[config.mk]
export PLATFORM = sky130hd
export DESIGN_NAME = pwm_ccr_out
export DESIGN_NICKNAME = d
export VERILOG_FILES = /design/src/rtl/pwm_pkg.sv /design/src/rtl/pwm_slew_step.sv /design/src/rtl/pwm_ccr_out.sv
export SDC_FILE = /design/constraint.sdc
export NUM_CORES = 1
export LEC_CHECK = 0
export CORE_ASPECT_RATIO = 0.9
export CORE_MARGIN = 8
export CORE_UTILIZATION = 48
export DETAILED_ROUTE_END_ITERATION = 10
export PLACE_DENSITY = 0.73
export SETUP_SLACK_MARGIN = 0.1
export SYNTH_ARGS = -nofsm -noshare
export SYNTH_HDL_FRONTEND = slang
export SYNTH_SLANG_ARGS = --single-unit
[constraint.sdc]
create_clock -name CLK -period 6 [get_ports CLK]
set_clock_uncertainty 0.15 [all_clocks]
set_input_delay 1.5 -clock CLK [delete_from_list [all_inputs] [get_ports CLK]]
set_output_delay 1.5 -clock CLK [all_outputs]
set_load 0.01 [all_outputs]
[src/rtl/pwm_pkg.sv]
// Shared constants and FSM encoding for the PWM compare/output stage.
package pwm_pkg;

   localparam int PWM_WIDTH    = 7;
   localparam int PWM_STEP_MAX = 8;

   typedef enum logic [1:0] {
      SYNC = 2'd0,
      RUN  = 2'd1,
      RAMP = 2'd2
   } pwm_state_t;

endpackage

[src/rtl/pwm_slew_step.sv]
// One period's worth of CCR movement toward target; clamps at target so it never overshoots.
module pwm_slew_step
   import pwm_pkg::*;
#(
   parameter int WIDTH = PWM_WIDTH
) (
   input  logic [WIDTH-1:0] ccr,
   input  logic [WIDTH-1:0] tgt,
   input  logic [WIDTH-1:0] step,
   input  logic             slew_en,
   output logic [WIDTH-1:0] ccr_nx,
   output logic             done
);

   logic signed [WIDTH:0] diff;
   logic        [WIDTH:0] mag;

   always_comb begin
      ccr_nx = tgt;
      done   = 1'b1;
      // one extra bit keeps the signed difference exact across the full 0..2**WIDTH-1 range
      diff   = $signed({1'b0, tgt}) - $signed({1'b0, ccr});
      mag    = diff[WIDTH] ? $unsigned(-diff) : $unsigned(diff);
      if (slew_en && (mag > {1'b0, step})) begin
         done   = 1'b0;
         ccr_nx = diff[WIDTH] ? (ccr - step) : (ccr + step);
      end
   end

endmodule

[src/rtl/pwm_ccr_out.sv]
// Compare/output stage: buffers duty requests, commits them to CCR only on period boundaries, drives PWM.
module pwm_ccr_out
   import pwm_pkg::*;
#(
   parameter int WIDTH    = PWM_WIDTH,
   parameter int STEP_MAX = PWM_STEP_MAX,
   parameter bit INVERT   = 1'b0
) (
   input  logic             CLK,
   input  logic             RST,
   input  logic [WIDTH-1:0] TCR,
   input  logic             E,
   input  logic [WIDTH-1:0] DUTY_IN,
   input  logic             DUTY_VALID,
   output logic             DUTY_READY,
   input  logic             SLEW_EN,
   output logic [WIDTH-1:0] CCR,
   output logic             PWM,
   output logic             BUSY,
   output logic             PERIOD_DONE
);

   localparam logic [WIDTH-1:0] STEP = WIDTH'(STEP_MAX);

   pwm_state_t       state, state_n;
   logic [WIDTH-1:0] ccr_q, tgt_q, pend_q, tgt_nx, step_ccr;
   logic             pend_full, e_q, pwm_q, busy_q, done_q;
   logic             boundary, step_done, pwm_raw;

   // E may stay high for several cycles; only its rising edge marks a period start
   assign boundary = E & ~e_q;
   assign tgt_nx   = pend_full ? pend_q : tgt_q;
   assign pwm_raw  = (state != SYNC) && (TCR < ccr_q);

   pwm_slew_step #(.WIDTH(WIDTH)) u_step (
      .ccr     (ccr_q),
      .tgt     (tgt_nx),
      .step    (STEP),
      .slew_en (SLEW_EN),
      .ccr_nx  (step_ccr),
      .done    (step_done)
   );

   always_comb begin
      state_n = state;
      if (boundary)
         state_n = step_done ? RUN : RAMP;
   end

   always_ff @(posedge CLK) begin
      if (RST) state <= SYNC;
      else     state <= state_n;
   end

   always_ff @(posedge CLK) begin
      if (RST) begin
         ccr_q     <= '0;
         tgt_q     <= '0;
         pend_q    <= '0;
         pend_full <= 1'b0;
         e_q       <= 1'b0;
         pwm_q     <= INVERT;
         busy_q    <= 1'b0;
         done_q    <= 1'b0;
      end else begin
         e_q    <= E;
         done_q <= boundary;
         pwm_q  <= pwm_raw ^ INVERT;
         busy_q <= (state_n == RAMP);
         if (boundary) begin
            ccr_q <= step_ccr;
            tgt_q <= tgt_nx;
         end
         // a request accepted on a boundary edge is held for the following boundary
         if (boundary && pend_full) begin
            pend_full <= 1'b0;
         end else if (DUTY_VALID && !pend_full) begin
            pend_full <= 1'b1;
            pend_q    <= DUTY_IN;
         end
      end
   end

   assign DUTY_READY  = ~pend_full;
   assign CCR         = ccr_q;
   assign PWM         = pwm_q;
   assign BUSY        = busy_q;
   assign PERIOD_DONE = done_q;

endmodule

==> reports/metrics.csv <==
metric,value,unit
tns,0,ns
hp-start,tgt_q[3],
die_y,74.81,um
yosys.area.top_type,dfxtp_1,
arrival,4.14,ns
clock_power_share,17.2,%
die_width,81.34,um
syn_inst,207,
ys_warn_count,0,
p_switching,0.0002033,W
num_io_pins,30,
crit_fanout,10,
drt_iter0_markers,72,
switching_share,35.74,%
grt_pass1_wl,7.024,mm
placementRows,21,
dieArea,6085,um2
drive_gt1_share,6.897,%
synth_area_per_cell,8.910,um2
hold_path_end,tgt_q[3],
synth-seq-cells,28,
mostFrequentLayoutCells,"clkdlybuf4s50_1, dfxtp_1, nor2_1",
synth_fp_nets,244,
clk-insertion-delay-late,0.26,ns
initial_core_util,49.78,%
grtUsageTotal,14.17,%
grt.overflow.total,0,
combPwrFrac,45.6,%
clock.fmax,0.2421,GHz
via_per_inst,5.554,
vdd_drop_max,0.1590,mV
final_util,59.64,%
whs_path_depth,2,
finalMaxSlewViolations,0,
synthDistinctLibCells,51,
num_vias,1544,
clk_pin_slew_worst_paths,0.09,ns
hold_buffers,0,
finalCritPeriodShare,68.84,%
numCtsBuffers,3,
r2r_end,CCR[0],
cts_sinks,28,
finalSetupViolCount,0,
fillers,344,
hold_path.class,reg2reg,
post_cts_resized,0,
synthArstFlopShare,0,%
start_kind,flop,
critPathRequiredTime,6.01,ns
rr_worst_depth,13,
path_class,reg2reg,
h-tree-depth,1,
ant_nets,0,
grt_pass1_vias,1511,
routed_wl,4.019,mm
powerDensity,257.4,nW/um2
status,finished clean,
io_buffers,29,
rsz0062_at_grt,no,
endpoint_kind,flop,
holdWs,0.3169,ns
maxSlewHeadroom,31.21,%
synth.top_cell.area_share,30.39,%
internal_power,0.0003655,W
core,3705,um2
cts_tree,done,
total_leakage_power,0.8925,nW
post_drt_wl_per_cell,14.46,um
routabilityCongestion,0.8007,
clk_path_buf_depth,2,
period_needed,4.130,ns
antenna_found_initial,0,
worstMarginPinSlew,1.029,ns
layout_commonest_cell,clkdlybuf4s50_1,
cts_setup_buffers,0,
cts-root-buf,clkbuf_8,
dpl.hpwl,3.175,mm
reg2reg_slack,1.87,ns
ys_seq_area_share,30.39,%
finalHoldViolCount,0,
synthFlopType,dfxtp_1,
synthesis.area,1844,um2
drv_cap,0,
synthTopCellsByArea,"dfxtp_1, ha_1, mux2i_1, nor2_1, inv_1",
timing.rr.start,pend_full,
pwr-share-seq,37.3,%
syn2layout_area_growth,19.81,%
power,0.0005687,W
nets,271,
synth_edf_count,0,
drt_first_pass_iters,4,
antenna_cells,0,
drc_errors,0,
grt_start_max_net_pins,31,
## Yosys cell counts, drive strengths merged (2+ instances only)
| master | count |
|---|---|
| dfxtp | 28 |
| nor2 | 25 |
| ha | 16 |
| inv | 15 |
| mux2i | 13 |
| a21oi | 12 |
| nand2 | 9 |
| a21o | 8 |
| a211oi | 7 |
| clkbuf | 7 |
| nor2b | 6 |
| o21ai | 6 |
| o211ai | 4 |
| mux2 | 3 |
| nand2b | 3 |
| nand3 | 3 |
| nand3b | 3 |
| o31ai | 3 |
| xnor2 | 3 |
| xor2 | 3 |
| a2111oi | 2 |
| a21boi | 2 |
| and3 | 2 |
| fa | 2 |
| nand4 | 2 |
| nor3 | 2 |
| o2111ai | 2 |
| o21bai | 2 |
## power groups by stage
stage / Combinational (W) / Clock, W / Sequential [W]
after floorplan: 0.000195 / 0 / 0.000215
after global placement: 0.000257 / 0 / 0.000216
after detailed placement: 0.000258 / 0 / 0.000216
after CTS: 0.000260 / 0.000100 / 0.000212
after global routing: 0.000289 / 0.000109 / 0.000214
final: 0.000259 / 0.0000976 / 0.000212
## worst max-delay path: stages (launching register included)
cell	delay, ns
dfxtp_1	0.60
mux2i_1	0.33
ha_1	0.23
inv_1	0.06
fa_1	0.56
inv_1	0.08
ha_1	0.28
and2b_1	0.27
and4_1	0.22
o21a_1	0.12
mux2i_1	0.09
a2111o_2	0.51
a21oi_4	0.18
mux2_1	0.34
## registers in the layout, indices dropped and copies added, names as in the netlist
signal       count
PWM              1
pend_q           7
state            2
BUSY             1
CCR              7
PERIOD_DONE      1
e_q              1
tgt_q            7
pend_full        1
## how the worst max path moves through the flow
| stage | start | end |
|---|---|---|
| 4_1_cts | pend_full | CCR[0] |
| 3_3_place_gp | pend_full | CCR[0] |
| 3_5_place_dp | pend_full | CCR[0] |
| 2_1_floorplan | pend_full | CCR[0] |
| 5_1_grt | pend_full | CCR[4] |
| 6_report | pend_full | CCR[0] |
## layout make-up
cell class                 instances  area [um2]  share of cell area, %
clock buffer                       3       41.29                  1.869
sequential                        28       560.5                  25.37
inverter                          15       56.30                  2.548
timing repair buffer              30       297.8                  13.48
tap                               46       57.56                  2.605
multi-input combinational        156        1196                  54.13
## metrics by stage
stage	std cells	cell area, um2	setup WS, ns
finish	278	2210	1.870
floorplan	207	1844	2.050
CTS	278	2210	1.874
global route	278	2210	1.589
detailed placement	275	2168	1.890
global placement	275	2168	1.972
## layer usage
metal / vias up / GRT usage (%) / routed length [um]
li1: 797 / - / -
met2: 31 / 21.54 / 1851
met1: 712 / 19.52 / 1925
met3: 4 / 4.057 / 209
met5: - / 0 / 0
met4: 0 / 2.376 / 33
## logic make-up after synthesis
kind of cell	count (synthesis)	share of synthesized area, %
simple gates	60	16.21
compound gates	56	23.47
flops	28	30.39
buf+inv	23	4.749
fa+ha+maj	18	13.03
mux	16	8.887
xor+xnor	6	3.257
Note: power is estimated with default switching activity, not from simulation.
==> patch 1 (same flow settings) <==
Register the output `PWM` once more, without a reset; this adds one clock of latency there. The other outputs are not delayed to match.
--- a/src/rtl/pwm_ccr_out.sv
+++ b/src/rtl/pwm_ccr_out.sv
@@ -85,3 +85,5 @@
    assign CCR         = ccr_q;
-   assign PWM         = pwm_q;
+   always_ff @(posedge CLK) begin
+      PWM <= pwm_q;
+   end
    assign BUSY        = busy_q;
Formal check against the unedited RTL: not equivalent (Yosys sat finds a counterexample within 4 cycles, from zero or initial values and one cycle with RST high).
==> patch 1 against the unedited design <==
  * Clock power rose by 110%
  * Worst setup slack got worse by 0.042 ns
  * Die area rose by 0.86%
  * Design area rose by 4.3%
  * Sequential share of layout area fell by 0.18 points
  * First-iteration DRC count fell by 14%
  * Power rose by 21%
  * Maximum frequency fell by 1.0%
  * Sequential cell count rose by 1
  * Wire length rose by 5.7%
  * Area after synthesis rose by 1.1%
  * Core utilization rose by 2.1 points
  * Largest cell class unchanged
  * Highest routed layer unchanged
==> patch 1: results (changes against the unedited design) <==
metric,value,unit,change
status,finished clean,,
drt_iter0_markers,62,,-14%
place_hpwl,3.25,mm,+2.3%
clock_latency,0.28,ns,+0.02 ns
arrival,4.18,ns,+0.04 ns
grt_max_degree,31,,unchanged
layout-drive-gt1-share,0.0840,,+0.0151
syn_avg_cell_area,8.96,um2,+0.60%
cts.reportedPaths.clkPinSlew,0.06,ns,-0.03 ns
h-tree-depth,2,,+1
yosysWarnings,0,,unchanged
ys_seq_area_frac,0.311,,+0.00747
grt_usage,0.150,,+0.00879
gp_congestion,0.811,,+1.3%
peakVddDrop,0.206,mV,+29%
drt-vias-per-instance,5.44,,-2.0%
placed_cells,276,,+0.36%
numCtsBuffers,5,,+2
syn_nets,245,,+0.41%
pre_cts_ws,1.84,ns,-0.0520 ns
via_count,1545,,+0.065%
wl,4.25,mm,+5.7%
grt_pass1_wl,7.28,mm,+3.6%
synth_common_cells,"dfxtp_1 (29), nor2_1 (25), ha_1 (16)",,
leakagePower,0.000937,uW,+5.0%
antenna_found_initial,0,,unchanged
slew-limit-headroom,0.298,,-0.0138
num-nets-final,274,,+1.1%
synth_area_leaders,"dfxtp_1 (31%), ha_1 (11%), mux2i_1 (7.0%), nor2_1 (5.0%), inv_1 (3.0%)",,
synth-async-reset-ratio,0,,unchanged
crit_path_max_fanout,10,,unchanged
cpPeakStageDelay,0.62,ns,+0.02 ns
## patch 1: final cells by class
cell class / instances / area [um2]
Multi-Input combinational cell: 156 / 1200
Timing Repair Buffer: 30 / 298
Inverter: 15 / 56.3
Fill cell: 332 / 1430
Tap cell: 46 / 57.6
Clock buffer: 7 / 86.3
Clock inverter: 1 / 30.0
Sequential cell: 29 / 581
## patch 1: cells by family (layout without fill, tap and decap cells)
| kind of cell | after synthesis | in the layout | synth area share |
|---|---|---|---|
| XOR/XNOR | 6 | 6 | 0.0322 |
| multiplexers | 16 | 16 | 0.0879 |
| AND/OR/NAND/NOR | 60 | 60 | 0.160 |
| AO/OA/AOI/OAI | 56 | 56 | 0.232 |
| buffers and inverters | 23 | 53 | 0.0470 |
| adder cells (fa/ha/maj) | 18 | 18 | 0.129 |
| flip-flops | 29 | 29 | 0.311 |
## patch 1: per-stage QoR
stage	util	instance area, um2	hold WS, ns
finish	0.618	2300	0.194
global route	0.618	2300	0.212
CTS	0.618	2300	0.195
detailed placement	0.587	2190	0.164
global placement	0.587	2190	0.178
floorplan	-	1860	0.160
## patch 1: routing by layer
metal  vias to the layer above  wire [um]  track usage
li1                        803          -            -
met1                       706       2040        0.200
met2                        34       1960        0.228
met3                         2        226       0.0418
met4                         0         20       0.0506
met5                         -          0            0
## patch 1: power by group
part	internal, uW	switching (uW)
Sequential	208	11.8
Combinational	120	142
Clock	135	69.2
Total	464	223
## patch 1: final timing paths
path / startpoint / end / slack [ns] / cells after the start
worst min register to register: pwm_q / PWM / 0.19 / 0
worst max register to register: pend_full / CCR[0] / 1.83 / 13
worst min-delay path: pwm_q / PWM / 0.19 / 0
worst max-delay path: pend_full / CCR[0] / 1.83 / 13
==> patch 2 (same flow settings) <==
Without the edit above. Change the package constant `PWM_WIDTH` from 7 to 9.
--- a/src/rtl/pwm_pkg.sv
+++ b/src/rtl/pwm_pkg.sv
@@ -3,3 +3,3 @@
 
-   localparam int PWM_WIDTH    = 7;
+   localparam int PWM_WIDTH    = 9;
    localparam int PWM_STEP_MAX = 8;
Interface: changed (resized CCR, DUTY_IN and TCR); port bits go from 30 to 36. The function was not compared with the original's and may differ.
==> patch 2 against the unedited design <==
  * Wire length up 26%
  * Power up 57%
  * Maximum frequency down 8.1%
  * Non-clock buffer count up 6
  * Largest power group unchanged
  * Design area up 27%
  * Area after synthesis up 27%
  * Critical endpoint unchanged
  * Sequential cell count up 6
  * Die area up 21%
  * Worst setup slack worse by 0.36 ns
==> patch 2: results (changes against the unedited design) <==
metric,value,unit,change
status,finished clean,,
drt_iter0_markers,71,,-1.4%
power.share.clock,0.189,,+0.017
reg2regPathDepth,13,,unchanged
synth-async-reset-ratio,0,,unchanged
via_count,2037,,+32%
h-tree-depth,2,,+1
peakVddDrop,0.203,mV,+28%
synth_top_area_frac,0.291,,-0.0132
grt_pass1_wl,8.63,mm,+23%
n_antenna_cell,0,,unchanged
ys_seq_area_frac,0.291,,-0.0132
arrival,4.54,ns,+0.40 ns
gp_congestion,0.821,,+2.5%
leakagePower,0.00115,uW,+29%
grt_pass1_vias,1906,,+26%
layout-drive-gt1-share,0.0703,,+0.00132
wl_per_cell,13.4,um,-7.6%
io_buffers,35,,+21%
p_int,546,uW,+49%
power.density,318,nW/um2,+24%
synth_area_leaders,"dfxtp_1 (29%), ha_1 (12%), a21oi_1 (6.2%), nand2_1 (5.5%), nor2_1 (4.0%)",,
grt_max_degree,29,,-6.5%
antenna_found_initial,0,,unchanged
yosysWarnings,0,,unchanged
crit_path_max_fanout,17,,+7
powerComb,465,uW,+80%
place_hpwl,3.97,mm,+25%
syn_nets,327,,+34%
yosysUniqueCellTypes,56,,+9.8%
cts_resized,0,,unchanged
pre_cts_ws,1.55,ns,-0.342 ns
cts.reportedPaths.clkPinSlew,0.06,ns,-0.03 ns
fill_cells,436,,+27%
numCtsBuffers,5,,+2
synth_common_cells,"dfxtp_1 (34), nand2_1 (34), a21oi_1 (29)",,
clock_latency,0.28,ns,+0.02 ns
hold_violations,0,,unchanged
grt_usage,0.146,,+0.00474
num-nets-final,359,,+32%
placed_area,2720,um2,+26%
slew-limit-headroom,0.343,,+0.0313
[patch 2: cell types whose count changed in the layout (fill, tap and decap cells not counted), sizes merged, moves of 4 or more]
cell	before	now
a21oi	12	29
clkbuf	3	7
clkdlybuf4s50	29	35
dfxtp	28	34
ha	16	22
inv	15	19
mux2i	13	8
nand2	9	34
o211ai	4	0
o21ai	6	10
[patch 2: routing by layer]
metal	wire length, um	part of all wire	global-route usage
met1	2440	0.48	0.185
met2	2280	0.45	0.242
met3	286	0.057	0.0465
met4	38	0.0075	0.0232
met5	0	0	0
[patch 2: per-stage QoR]
stage,std cells,utilization
after floorplan,280,-
after global placement,370,0.570
after detailed placement,370,0.570
after CTS,378,0.590
after global routing,378,0.590
final,378,0.590
[patch 2: critical path: stages, from the launching register on]
cell       delay, ns
dfxtp_1         0.63
mux2i_1         0.38
ha_1            0.23
inv_1           0.06
fa_1            0.39
a21o_1          0.20
a21oi_1         0.17
xor2_1          0.37
nand2_1         0.13
a2111oi_0       0.32
a211oi_1        0.14
o41a_1          0.69
or3_1           0.41
a21oi_1         0.12
[patch 2: path summary, 6_finish.rpt]
check	start	endpoint	slack, ns
min	pend_q[7]	pend_q[7]	0.31
min reg2reg	pend_q[7]	pend_q[7]	0.31
max reg2reg	pend_full	CCR[0]	1.51
max	pend_full	CCR[0]	1.51
[patch 2: final cells by class]
class                      count  share of cell area
tap                           65              0.0289
sequential                    34               0.242
clock inverter                 1             0.00178
multi-input combinational    216               0.544
inverter                      19              0.0253
clock buffer                   7              0.0307
timing repair buffer          36               0.127
[patch 2: cells by family after synthesis]
family,after synthesis,synth area share
flip-flops,34,0.291
AND/OR/NAND/NOR,93,0.186
AO/OA/AOI/OAI,76,0.234
XOR/XNOR,9,0.0369
adder cells (fa/ha/maj),24,0.135
multiplexers,14,0.0631
buffers and inverters,30,0.0545
